## src/rtl/cache.sv

```systemverilog
// cache: direct-mapped, write-back, write-allocate data cache, virtually indexed / physically tagged.
// Defining CACHE_UNCACHED_EN adds a single-word bypass path for accesses with cachable = 0.
module cache #(
    parameter int unsigned INBLOCK_ADDR_WIDTH = 4,
    parameter int unsigned INDEX_WIDTH        = 4
) (
    input  logic        clk,
    input  logic        res,
    output logic        ready,
    input  logic        cachable,
    input  logic [31:0] pAddr,
    input  logic [31:0] vAddr,
    input  logic [31:0] db_dataOut,
    output logic [31:0] db_dataIn,
    input  logic [1:0]  db_accessType,
    output logic        db_ready,
    input  logic [31:0] dbOut_dataIn,
    input  logic        dbOut_ready,
    output logic [31:0] dbOut_addr,
    output logic [31:0] dbOut_dataOut,
    output logic        dbOut_re,
    output logic        dbOut_we
);
    localparam int unsigned WORD_W = INBLOCK_ADDR_WIDTH - 2;
    localparam int unsigned WORDS  = 1 << WORD_W;
    localparam int unsigned LINES  = 1 << INDEX_WIDTH;
    localparam int unsigned TAG_W  = 32 - INDEX_WIDTH - INBLOCK_ADDR_WIDTH;

    localparam logic [1:0] MEM_ACCESS_R = 2'd1;
    localparam logic [1:0] MEM_ACCESS_W = 2'd2;

    typedef enum logic [2:0] {
        S_INIT, S_IDLE, S_WB, S_FILL_REQ, S_FILL_DATA, S_UNC
    } state_e;

    state_e                   state_q;
    logic [INDEX_WIDTH-1:0]   line_q;
    logic [WORD_W-1:0]        word_q;
    logic                     valid_q [LINES];
    logic                     dirty_q [LINES];
    logic [TAG_W-1:0]         tag_q   [LINES];
    logic [31:0]              data_q  [LINES][WORDS];
`ifdef CACHE_UNCACHED_EN
    logic                     unc_phase_q;
`endif

    logic [INDEX_WIDTH-1:0] idx;
    logic [WORD_W-1:0]      wsel;
    logic [TAG_W-1:0]       ptag;
    logic                   is_rd, is_wr, is_acc, hit, unc_req;
    logic                   unused_bits;

    assign idx    = vAddr[INBLOCK_ADDR_WIDTH +: INDEX_WIDTH];
    assign wsel   = vAddr[2 +: WORD_W];
    assign ptag   = pAddr[31 -: TAG_W];
    assign is_rd  = (db_accessType == MEM_ACCESS_R);
    assign is_wr  = (db_accessType == MEM_ACCESS_W);
    assign is_acc = is_rd || is_wr;
    assign hit    = valid_q[idx] && (tag_q[idx] == ptag);
`ifdef CACHE_UNCACHED_EN
    assign unc_req = is_acc && !cachable;
`else
    assign unc_req = 1'b0;
`endif
    assign unused_bits = ^{cachable, pAddr, vAddr};

    // Output decode: hits answer combinationally, bus strobes follow the registered state.
    always_comb begin
        ready         = (state_q != S_INIT);
        db_ready      = 1'b0;
        db_dataIn     = '0;
        dbOut_addr    = '0;
        dbOut_dataOut = '0;
        dbOut_re      = 1'b0;
        dbOut_we      = 1'b0;
        case (state_q)
            S_IDLE: begin
                if (!is_acc) begin
                    db_ready = 1'b1;
                end else if (!unc_req && hit) begin
                    db_ready = 1'b1;
                    if (is_rd) db_dataIn = data_q[idx][wsel];
                end
            end
            S_WB: begin
                dbOut_we      = 1'b1;
                dbOut_addr    = {tag_q[idx], idx, word_q, 2'b00};
                dbOut_dataOut = data_q[idx][word_q];
            end
            S_FILL_REQ: begin
                dbOut_re   = 1'b1;
                dbOut_addr = {ptag, idx, word_q, 2'b00};
            end
`ifdef CACHE_UNCACHED_EN
            S_UNC: begin
                if (!unc_phase_q) begin
                    dbOut_re   = is_rd;
                    dbOut_we   = is_wr;
                    dbOut_addr = {pAddr[31:2], 2'b00};
                    if (is_wr) begin
                        dbOut_dataOut = db_dataOut;
                        db_ready      = dbOut_ready;
                    end
                end else begin
                    db_ready  = 1'b1;
                    db_dataIn = dbOut_dataIn;
                end
            end
`endif
            default: ;
        endcase
    end

    // Controller and line storage; a miss leaves the CPU access pending until the line is resident.
    always_ff @(posedge clk) begin
        if (res) begin
            state_q <= S_INIT;
            line_q  <= '0;
            word_q  <= '0;
`ifdef CACHE_UNCACHED_EN
            unc_phase_q <= 1'b0;
`endif
        end else begin
            case (state_q)
                S_INIT: begin
                    valid_q[line_q] <= 1'b0;
                    dirty_q[line_q] <= 1'b0;
                    line_q          <= line_q + INDEX_WIDTH'(1);
                    if (&line_q) state_q <= S_IDLE;
                end
                S_IDLE: begin
                    word_q <= '0;
                    if (is_acc) begin
                        if (unc_req) begin
                            state_q <= S_UNC;
                        end else if (hit) begin
                            if (is_wr) begin
                                data_q[idx][wsel] <= db_dataOut;
                                dirty_q[idx]      <= 1'b1;
                            end
                        end else if (valid_q[idx] && dirty_q[idx]) begin
                            state_q <= S_WB;
                        end else begin
                            state_q <= S_FILL_REQ;
                        end
                    end
                end
                S_WB: begin
                    if (dbOut_ready) begin
                        word_q <= word_q + WORD_W'(1);
                        if (&word_q) begin
                            dirty_q[idx] <= 1'b0;
                            state_q      <= S_FILL_REQ;
                        end
                    end
                end
                S_FILL_REQ: begin
                    if (dbOut_ready) state_q <= S_FILL_DATA;
                end
                S_FILL_DATA: begin
                    data_q[idx][word_q] <= dbOut_dataIn;
                    word_q              <= word_q + WORD_W'(1);
                    if (&word_q) begin
                        valid_q[idx] <= 1'b1;
                        tag_q[idx]   <= ptag;
                        state_q      <= S_IDLE;
                    end else begin
                        state_q <= S_FILL_REQ;
                    end
                end
`ifdef CACHE_UNCACHED_EN
                S_UNC: begin
                    if (!unc_phase_q) begin
                        if (dbOut_ready) begin
                            if (is_rd) unc_phase_q <= 1'b1;
                            else       state_q     <= S_IDLE;
                        end
                    end else begin
                        unc_phase_q <= 1'b0;
                        state_q     <= S_IDLE;
                    end
                end
`endif
                default: state_q <= S_INIT;
            endcase
        end
    end
endmodule

```

## config.mk

```make
export PLATFORM = sky130hd
export DESIGN_NAME = cache
export DESIGN_NICKNAME = d
export VERILOG_FILES = /design/src/rtl/cache.sv
export SDC_FILE = /design/constraint.sdc
export NUM_CORES = 2
export LEC_CHECK = 0
export BUFFER_PORTS_ARGS = -buffer_cell sky130_fd_sc_hd__clkbuf_2
export CAP_MARGIN = 40
export CORE_MARGIN = 5
export CORE_UTILIZATION = 52
export DETAILED_ROUTE_END_ITERATION = 8
export HOLD_SLACK_MARGIN = 0.02
export PLACE_DENSITY_LB_ADDON = 0.08
export SLEW_MARGIN = 20
export SYNTH_ARGS = -nofsm -noshare
export SYNTH_HDL_FRONTEND = slang
export SYNTH_SLANG_ARGS = --single-unit
```

## constraint.sdc

```tcl
create_clock -name clk -period 5.85 [get_ports clk]
set_clock_uncertainty 0.1 [all_clocks]
set_input_delay 0.2925 -clock clk [delete_from_list [all_inputs] [get_ports clk]]
set_output_delay 0.2925 -clock clk [all_outputs]
set_load 0.1 [all_outputs]
```

==> impl_metrics.env <==
export IMPL_status="completed"
export IMPL_internal_power_mw=29.6
export IMPL_ys_types=63
export IMPL_switching_share=0.208
export IMPL_required_ps=5460
export IMPL_drc=0
export IMPL_wl_per_cell_um=35.2
export IMPL_cp_max_fo=32
export IMPL_cts_sinks=2473
export IMPL_async_flop_share=0
export IMPL_dieHeight_um=446
export IMPL_arrival_ps=4660
export IMPL_grt_ovfl_total=0
export IMPL_htreeDepth=5
export IMPL_fmax_mhz=198
export IMPL_postCtsSetupBuffers=0
export IMPL_synth_seq_area_share=0.752
export IMPL_synth_seq_cells=2473
export IMPL_startpoint_type="flop"
export IMPL_finalSetupViolations=0
export IMPL_drt_total_wl_um=267000
export IMPL_nNetsFinal=5048
export IMPL_p_comb_frac=0.053
export IMPL_grt_antenna_before_repair=21
export IMPL_detail_route_antenna_nets=0
export IMPL_clk_path_buf_depth=4
export IMPL_hold_class="in -> reg"
export IMPL_avgSynthCellArea_um2=22.5
export IMPL_cts_made_buffers=275
export IMPL_fin_util=0.609
export IMPL_endpoint_kind="primary output"
export IMPL_drive_above_1_share=0.339
export IMPL_worst_pin_slew_ps=1020
export IMPL_clkPwrFrac=0.426
export IMPL_dpl_hpwl_um=157000
export IMPL_area_growth_pct=16.2
export IMPL_syn_inst=4390
export IMPL_slew_headroom=0.319
export IMPL_synth_flop_cell="edfxtp_1"
export IMPL_grt_max_degree=154
export IMPL_maxCapViolCount=0
export IMPL_setup_ws_ps=798
export IMPL_seqPwrFrac=0.522
export IMPL_pre_cts_slack_ps=764
export IMPL_grt_use_total=0.271
export IMPL_initial_utilization=0.524
export IMPL_ir_drop_v=0.000255
export IMPL_dr_pass1_iters=6
export IMPL_clk_latency_ps=910
export IMPL_cts_tree="built"
export IMPL_yosysWarnings=0
export IMPL_clk_pin_slew_worst_paths_ps=60
export IMPL_synth_edf_count=2464
export IMPL_viasPerCell=6.44
export IMPL_core_area_um2=188000
export IMPL_slew_viol_final=0
export IMPL_grt_pass1_wl_um=376000
export IMPL_ios=234
export IMPL_portBuffers=196
export IMPL_fin_crit_ps=5050
export IMPL_globalplace_congestion=0.851
export IMPL_cts_root_buffer="clkbuf_16"
export IMPL_final_hold_viol_count=0
export IMPL_power_switching_mw=7.76
export IMPL_rsz0062_at_grt="no"
export IMPL_fin_crit_sh=0.864
export IMPL_p_leak_nw=36.3
export IMPL_fin_setup_tns_ps=0
export IMPL_drt_iter0_drc=5690
export IMPL_fp_row_count=159
export IMPL_routed_via_count=48829
export IMPL_die_area_um2=198000
export IMPL_grt_pass1_vias=49488
export IMPL_syn_area_um2=98600
export IMPL_worstSetupPathType="reg -> out"
export IMPL_die_w_um=446
export IMPL_powerDensity_nw_per_um2=326
==> critical path, stage by stage (launching register included) <==
cell	delay, ps
edfxtp_1	390
mux4_2	470
and2_1	180
nor4b_1	340
a311oi_1	140
a2111oi_0	480
nand4_1	320
nor3_1	400
nand4b_1	230
buf_12	230
nor2b_1	290
buf_12	210
==> per-stage QoR <==
step | area [µm²] | cells | hold WS, ps | power (mW)
after floorplan | 98600 | 4391 | 291 | 21.0
after global placement | 105000 | 7013 | 400 | 21.8
after detailed placement | 106000 | 7027 | 402 | 21.8
after CTS | 115000 | 7567 | 20.7 | 37.7
after global routing | 115000 | 7575 | 59.9 | 38.5
final | 115000 | 7583 | 82.0 | 37.4
==> layout make-up <==
| cell class | instances | area [µm²] |
|---|---|---|
| flip-flops and latches | 2473 | 74200 |
| fillers | 13338 | 73500 |
| multi-input cells | 1649 | 24000 |
| clock buffers | 346 | 7310 |
| repair buffers | 489 | 5190 |
| well taps | 2495 | 3120 |
| clock inverters | 97 | 763 |
| inverters | 19 | 71.3 |
| diodes | 15 | 37.5 |
==> state kept, by name (all words and copies together), names as in the netlist <==
name,cells
line_q,4
word_q,2
state_q,3
dirty_q,16
valid_q,16
tag_q,384
data_q,2048
==> per-layer routing <==
metal | global-route usage | vias up | share of wire
met1 | 0.376 | 26693 | 0.39
met3 | 0.0482 | 435 | 0.072
met2 | 0.443 | 2014 | 0.50
li1 | - | 19681 | -
met4 | 0.0884 | 6 | 0.035
met5 | 0 | - | 0.00015
==> synthesized netlist by cell type, types with 16 or more instances <==
cell type	number	area, µm²
nand2_1	172	646
mux4_2	786	17700
nor2b_1	44	275
buf_2	78	390
nor2_1	163	612
and2_1	38	238
mux2i_1	66	661
o22ai_1	22	138
a22oi_1	23	173
a21oi_1	38	190
edfxtp_1	2464	74000
a211oi_1	16	120
buf_1	27	101
mux2_2	116	1310
clkbuf_1	131	492
o21ai_0	18	90.1
==> path summary, 6_finish.rpt <==
check	startpoint	endpoint	slack, ps	cells past startpoint
hold / removal	dbOut_dataIn[19]	data_q[14][51]	80	2
setup / recovery	tag_q[7][16]	db_dataIn[21]	800	11
setup reg to reg	tag_q[7][16]	data_q[15][85]	1430	12
hold reg to reg	word_q[0]	word_q[0]	410	2
==> logic make-up (layout without fill, tap and decap cells) <==
family,count (synthesis),count (layout),synth area share
flops,2473,2473,0.752
mux,968,968,0.199
simple gates,476,476,0.0218
buf+inv,269,951,0.0118
compound gates,172,172,0.0119
xor+xnor,24,24,0.00213
fa+ha+maj,7,7,0.000888
other cells,1,17,0.0000380
==> repair_timing <==
action / 4_1_cts / 5_1_grt
hold buffers: 97 / 0
hold endpoints to repair: 1315 / 0
gates resized for setup: 0 / 0
==> cell usage in the layout (no fill, tap or decap), types with 29 or more instances in the layout <==
| master | netlist | routed |
|---|---|---|
| mux4_2 | 786 | 786 |
| buf_12 | 0 | 118 |
| dlygate4sd3_1 | 0 | 97 |
| a21oi_1 | 38 | 38 |
| nor2b_1 | 44 | 44 |
| mux2i_1 | 66 | 66 |
| nor2_1 | 163 | 82 |
| clkbuf_1 | 131 | 62 |
| clkbuf_16 | 0 | 281 |
| clkbuf_2 | 1 | 160 |
| clkinv_1 | 3 | 52 |
| clkinv_2 | 0 | 29 |
| and2_1 | 38 | 38 |
| edfxtp_1 | 2464 | 2464 |
| buf_4 | 10 | 100 |
| mux2_2 | 116 | 116 |
| nand2_1 | 172 | 168 |
| nor2_4 | 0 | 81 |
==> power groups by stage <==
stage,combinational (mW),clock [mW],sequential (mW)
floorplan,1.18,0,19.9
detailed placement,1.92,0,19.9
CTS,1.99,16.2,19.5
global placement,1.89,0,19.9
global route,2.08,16.9,19.5
finish,1.97,15.9,19.5
Power figures use the tool's default switching activity.
